<file path="config.mk">
export PLATFORM = sky130hd
export DESIGN_NAME = arb_mux_n
export DESIGN_NICKNAME = d
export VERILOG_FILES = /design/src/rtl/arb_mux_n.sv
export SDC_FILE = /design/constraint.sdc
export NUM_CORES = 1
export LEC_CHECK = 0
export ABC_AREA = 0
export CAP_MARGIN = 20
export CELL_PAD_IN_SITES_DETAIL_PLACEMENT = 1
export CELL_PAD_IN_SITES_GLOBAL_PLACEMENT = 1
export CORE_ASPECT_RATIO = 1.4
export CORE_MARGIN = 2
export CORE_UTILIZATION = 23
export DETAILED_ROUTE_END_ITERATION = 10
export PLACE_DENSITY_LB_ADDON = 0.1
export RECOVER_POWER = 50
export SLEW_MARGIN = 0
export SYNTH_ARGS = -nofsm -noshare
export SYNTH_HDL_FRONTEND = slang
export SYNTH_SLANG_ARGS = --single-unit
</file>
<file path="constraint.sdc">
create_clock -name clk -period 1.4 [get_ports clk]
set_input_delay 0.28 -clock clk [delete_from_list [all_inputs] [get_ports clk]]
set_output_delay 0.28 -clock clk [all_outputs]
set_load 0.005 [all_outputs]
</file>
<file path="src/rtl/arb_mux_n.sv">
// arb_mux_n: N-input registered multiplexer with valid/ready handshakes.
// MODE 0 selects the channel given by sel; MODE 1 arbitrates round-robin
// among valid channels. One output register stage with full back-pressure.
module arb_mux_n #(
  parameter int WIDTH = 32,
  parameter int N     = 4,
  parameter int SELW  = 2,
  parameter int MODE  = 0
) (
  input  logic                 clk,
  input  logic                 rst,
  input  logic [N-1:0]         in_valid,
  input  logic [N*WIDTH-1:0]   in_data,
  output logic [N-1:0]         in_ready,
  input  logic [SELW-1:0]      sel,
  output logic                 out_valid,
  output logic [WIDTH-1:0]     out_data,
  output logic [SELW-1:0]      out_src,
  input  logic                 out_ready
);

  logic [WIDTH-1:0] chan [N];
  logic [SELW-1:0]  ptr;

  logic             load;
  logic             fx_ok;
  logic             hi_found, lo_found;
  logic [SELW-1:0]  hi_idx, lo_idx;
  logic             gnt_ok;
  logic [SELW-1:0]  gnt;
  logic [WIDTH-1:0] gnt_data;
  logic [SELW-1:0]  ptr_next;

  // Unpack the flat data bus and drive the one-hot acceptance per channel.
  for (genvar gi = 0; gi < N; gi++) begin : gen_chan
    assign chan[gi]     = in_data[gi*WIDTH +: WIDTH];
    assign in_ready[gi] = load && gnt_ok && (gnt == SELW'(gi));
  end

  // The output register can take new data when empty or being drained.
  assign load = !out_valid || out_ready;

  // Fixed select: an out-of-range sel matches no channel and never grants.
  always_comb begin
    fx_ok = 1'b0;
    for (int i = 0; i < N; i++) begin
      if (sel == SELW'(i)) fx_ok = in_valid[i];
    end
  end

  // Round-robin scan: lowest valid index at or above ptr, else lowest below.
  // Walking downwards lets the last hit (the lowest index) win each class.
  always_comb begin
    hi_found = 1'b0;
    hi_idx   = '0;
    lo_found = 1'b0;
    lo_idx   = '0;
    for (int i = N - 1; i >= 0; i--) begin
      if (in_valid[i]) begin
        if (SELW'(i) >= ptr) begin
          hi_found = 1'b1;
          hi_idx   = SELW'(i);
        end else begin
          lo_found = 1'b1;
          lo_idx   = SELW'(i);
        end
      end
    end
  end

  // Grant selection by mode, and the data of the granted channel.
  always_comb begin
    if (MODE == 1) begin
      gnt_ok = hi_found || lo_found;
      gnt    = hi_found ? hi_idx : lo_idx;
    end else begin
      gnt_ok = fx_ok;
      gnt    = sel;
    end
    gnt_data = '0;
    for (int i = 0; i < N; i++) begin
      if (gnt == SELW'(i)) gnt_data = chan[i];
    end
  end

  // Explicit wrap keeps ptr inside 0..N-1 for any N.
  assign ptr_next = (gnt == SELW'(N - 1)) ? '0 : gnt + 1'b1;

  // Output register and arbitration pointer; both hold under back-pressure.
  always_ff @(posedge clk or posedge rst) begin
    if (rst) begin
      out_valid <= 1'b0;
      out_data  <= '0;
      out_src   <= '0;
      ptr       <= '0;
    end else if (load) begin
      if (gnt_ok) begin
        out_valid <= 1'b1;
        out_data  <= gnt_data;
        out_src   <= gnt;
        if (MODE == 1) ptr <= ptr_next;
      end else begin
        out_valid <= 1'b0;
      end
    end
  end

endmodule

</file>
[Word level (Yosys, flattened, before mapping)]
Cells that the tools add are included.
W data, S select, Z words.
Operators by class
  eq/ne operators: 3
  muxes and demuxes: 9
  reduce and logical (&&, ||, !) cells: 9
Operator list (count)
  $mux W32: 4
  $logic_and A1 B1 Y1: 5
  $mux W1: 5
  $eq A2 B2 Y1 const B: 2
  $eq A2 B1 Y1 const B: 1
  $logic_not A2 Y1: 1
  $reduce_and A2 Y1: 1
  $logic_not A1 Y1: 1
  $logic_or A1 B1 Y1: 1
Storage, ports and cells
  bits in registers: 35
  input bits: 137
  output and inout bits: 39
  logic and storage cells: 24

[Logic depth before layout (Yosys ltp)]
  word-level depth: 7
  gate-level depth with buffers: 7
  depth with buffers taken out: 4

[Worst setup path before layout]
Ideal clock, no wire load.
  kind: input -> register
  start: input port sel[0]
  end: register out_data[10]
  library setup time: 125 ps
  arrival time: 1556 ps
  data required time: 1275 ps
  setup slack: -281 ps
  stages on the path: 4
  buffers on the path: 2
  path through: buf_2 buf_2 mux4_2 mux2_4
On the way
  word-level cells in the longest chain between the ends: 6
  elaborated cells between the ends (all ways): 13
  classes of those cells: 3 x eq/ne; 8 x mux; 2 x reduce/logical
RTL lines
  start: declaration: line 15  | input logic [SELW-1:0] sel,
  $logic_not A2 Y1: line 47, 82
  $mux W1 (4 in series): line 47  | if (sel == SELW'(i)) fx_ok = in_valid[i];
  $reduce_and A2 Y1 (no source line)
  end signal: assignment: line 99  | out_data <= gnt_data;
  end: declaration: line 17  | output logic [WIDTH-1:0] out_data,
Parallel ways exist; a longest one is shown, timed or not.
A chain may end at the register's enable or synchronous reset.

[Worst setup path in the final report]
  start: register out_valid
  end: register out_data[22]
On the way
  word-level cells in the longest chain between the ends: 3
RTL lines
  start: declaration: line 16  | output logic out_valid,
  start signal: assignment: line 92  | out_valid <= 1'b0;
  start signal: assignment: line 98  | out_valid <= 1'b1;
  start signal: assignment: line 103  | out_valid <= 1'b0;
  $logic_not A1 Y1: line 41  | assign load = !out_valid || out_ready;
  $logic_or A1 B1 Y1: line 41
  $reduce_and A2 Y1 (no source line)
Every way passes these cells.

==> impl_metrics.json <==
{
  "timing.max_slew.rel_slack": 0.394,
  "grt_max_degree": 36,
  "timing.hold.worst_endpoint": "out_data[3]",
  "rr_endpoint": "out_data[22]",
  "grt_remaining_overflow": 0,
  "synth-adder-area-share": 0,
  "design_power_mw": 4.30,
  "switching_share": 0.241,
  "placement_rows": 43,
  "nets": 463,
  "post_dp_cell_area_um2": 4270,
  "design.portCount": 176,
  "rsz0062_at_grt": "yes",
  "violations_in_the_final_reports": "setup timing",
  "routed_wl_per_cell_um": 17.3,
  "synth_top_family_by_area": "multiplexers",
  "tightest_pin_transition_ns": 0.909,
  "share_seq_of_total_power": 0.330,
  "cts.reportedPaths.clkPinSlew_ns": 0.05,
  "peakVddDrop_uv": 385,
  "wl_um": 8000,
  "timing.critical_path.arrival_ns": 1.87,
  "power.density_nw_per_um2": 946,
  "clock_insertion_delay_worst_skew_ns": 0.27,
  "synth_xor_xnor_area_share": 0,
  "htree_levels": 2,
  "clk_root_buffer_cell": "sky130_fd_sc_hd__clkbuf_16",
  "finalMaxSlewViolations": 0,
  "combinationalPowerShare": 0.404,
  "clock_skews_ns": 0.00402,
  "synth_compound_gate_area_share": 0.00438,
  "drive_gt1_frac": 0.333,
  "setup.worst_path.class": "flip-flop to flip-flop",
  "detailed_router_s_first_iteration_violation_count": 32,
  "detailroute.via_count": 2003,
  "timing.critical_path.from_type": "flip-flop",
  "reg2reg_setup_slack_ns": -0.31,
  "portBuffers": 175,
  "die_area_um2": 10800,
  "period_needed_ns": 1.71,
  "synth.area.mux_share": 0.537,
  "static_leakage_nw": 1.97,
  "max-cap-violations": 0,
  "clock_tree.buffer_depth": 2,
  "power_frac_clock": 0.266,
  "post_synth_num_cell_types": 19,
  "yosys_register_bits": 35,
  "cp-end-kind": "flip-flop",
  "period_utilization_post_route": 1.22,
  "synth_simple_gate_area_share": 0.0252,
  "avgSynthCellArea_um2": 17.6,
  "yosys_warnings": 0,
  "status": "finished, violations left",
  "layout.cells.most_common": "sky130_fd_sc_hd__clkdlybuf4s50_1",
  "start_util": 0.233,
  "die-height_um": 122,
  "cts_made_buffers": 5,
  "antenna_found_initial": 0,
  "cts_tree": "built",
  "power.internal_mw": 3.26,
  "die_width_um": 88.2,
  "tritoncts_num_sinks": 35,
  "synthesis.nets": 267,
  "timing_hold_violations_final": 0,
  "max_freq_ghz": 0.584,
  "first_pass_iters": 2,
  "vias_in_the_first_global_route": 2433,
  "track_usage": 0.152,
  "p_switching_mw": 1.04,
  "timing.critical_path.required_ns": 1.56,
  "synth_cells": 130,
  "hold_path.class": "flip-flop to flip-flop",
  "setup_viol": 37,
  "worstHoldStart": "out_data[3]",
  "post-dp-hpwl_um": 6140,
  "detail_route.vias_per_cell": 4.34,
  "most_used_cells_in_the_layout_excluding_fill_and_tap_cells": "sky130_fd_sc_hd__clkdlybuf4s50_1, sky130_fd_sc_hd__dlygate4sd2_1, sky130_fd_sc_hd__dfrtp_1",
  "synth_seq_area_share": 0.384,
  "finish.instance_area_um2": 4550,
  "ant_nets": 0,
  "min_path_cells": 1,
  "path_max_fanout": 5,
  "finalCoreUtilization": 0.464,
  "number_of_diodes_added_for_antenna_fixing": 0,
  "fillCellCount": 1028,
  "area_delta_synth_final_pct": 99.1,
  "finalWeightedCongestion": 0.702,
  "fin_ws_ns": -0.313,
  "drc_errors_left": 0,
  "core_area_um2": 9790,
  "r2r.worst_path.cells": 8,
  "reg2reg_from": "out_valid",
  "grt_first_pass_wirelength_um": 12300,
  "synth_cell_area_um2": 2280
}
-- cell usage after synthesis --
library cell | count | area, um2
sky130_fd_sc_hd__and2_1 | 2 | 12.5
sky130_fd_sc_hd__buf_6 | 2 | 22.5
sky130_fd_sc_hd__buf_2 | 4 | 20.0
sky130_fd_sc_hd__nand3_1 | 1 | 5.00
sky130_fd_sc_hd__inv_1 | 4 | 15.0
sky130_fd_sc_hd__mux2_1 | 3 | 33.8
sky130_fd_sc_hd__o21ai_0 | 2 | 10.0
sky130_fd_sc_hd__nor2_1 | 2 | 7.51
sky130_fd_sc_hd__mux2_2 | 1 | 11.3
sky130_fd_sc_hd__nor2b_1 | 1 | 6.26
sky130_fd_sc_hd__nand2b_1 | 1 | 6.26
sky130_fd_sc_hd__clkbuf_1 | 3 | 11.3
sky130_fd_sc_hd__nor3b_2 | 1 | 12.5
sky130_fd_sc_hd__mux2_4 | 30 | 450
sky130_fd_sc_hd__buf_8 | 3 | 45.0
sky130_fd_sc_hd__dfrtp_1 | 35 | 876
sky130_fd_sc_hd__nand2_1 | 2 | 7.51
sky130_fd_sc_hd__mux4_2 | 32 | 721
sky130_fd_sc_hd__mux2i_1 | 1 | 10.0
-- power by group through the flow --
stage	Clock, mW	Sequential [mW]	Combinational (mW)
floorplan	0	1.45	0.721
global placement	0	1.43	1.82
detailed placement	0	1.44	1.83
CTS	1.19	1.42	1.81
global route	1.23	1.46	1.86
finish	1.14	1.42	1.74
-- worst max-delay path by stage --
stage | slack, ns | depth (start not counted) | startpoint | end
finish | -0.31 | 8 | out_valid | out_data[22]
CTS | -0.38 | 9 | out_valid | out_data[27]
floorplan | -0.13 | 6 | sel[1] | out_data[0]
global placement | -0.59 | 5 | out_ready | in_ready[2]
detailed placement | -0.59 | 7 | out_ready | out_data[22]
global route | -0.37 | 8 | out_valid | out_data[23]
-- per-layer routing --
| layer | track usage | wire length [um] |
|---|---|---|
| met1 | 0.153 | 2610 |
| met2 | 0.301 | 4670 |
| met3 | 0.0413 | 670 |
| met4 | 0.0350 | 48 |
| met5 | 0 | 0 |
-- worst max-delay path: stages, from the launching register on --
cell and delay, ns:
sky130_fd_sc_hd__dfrtp_1 0.40, sky130_fd_sc_hd__nand2b_4 0.07, sky130_fd_sc_hd__nor3b_4 0.15, sky130_fd_sc_hd__buf_6 0.13
sky130_fd_sc_hd__buf_6 0.11, sky130_fd_sc_hd__nor2b_4 0.17, sky130_fd_sc_hd__buf_6 0.16, sky130_fd_sc_hd__buf_12 0.12
sky130_fd_sc_hd__mux2_4 0.29
-- flip-flops by register name, indices dropped and copies added, names as in the netlist --
register and cells:
out_data 32, out_src 2, out_valid 1
-- repair_timing --
item / in CTS / in global routing
hold buffers: 0 / 0
gates cloned: 3 / 0
endpoints found under the setup margin: 72 / 38
gates resized for setup: 61 / 10
pin swaps: 5 / 2
setup buffers: 13 / 0
-- layout make-up --
cell class,instances,area (um2),area share
repair buffers,201,1980,0.436
inverters,4,15.0,0.00330
well taps,135,169,0.0372
flip-flops and latches,35,876,0.193
multi-input cells,79,1350,0.296
clock buffers,8,156,0.0344
-- kinds of logic (layout without fill, tap and decap cells) --
kind of cell / count (synthesis) / in the layout
flip-flops: 35 / 35
AO/OA/AOI/OAI: 2 / 2
AND/OR/NAND/NOR: 10 / 10
multiplexers: 67 / 67
buffers and inverters: 16 / 213
-- stage by stage --
step,setup TNS [ns],worst slack (ns),std cells,hold WS (ns)
3_3_place_gp,-20.69,-0.586,441,0.475
3_5_place_dp,-20.88,-0.589,441,0.485
4_1_cts,-11.79,-0.379,465,0.360
5_1_grt,-12.32,-0.370,462,0.521
6_report,-10.33,-0.313,462,0.501
2_1_floorplan,-4.05,-0.135,130,0.434
Note: power is estimated with default switching activity, not from simulation.
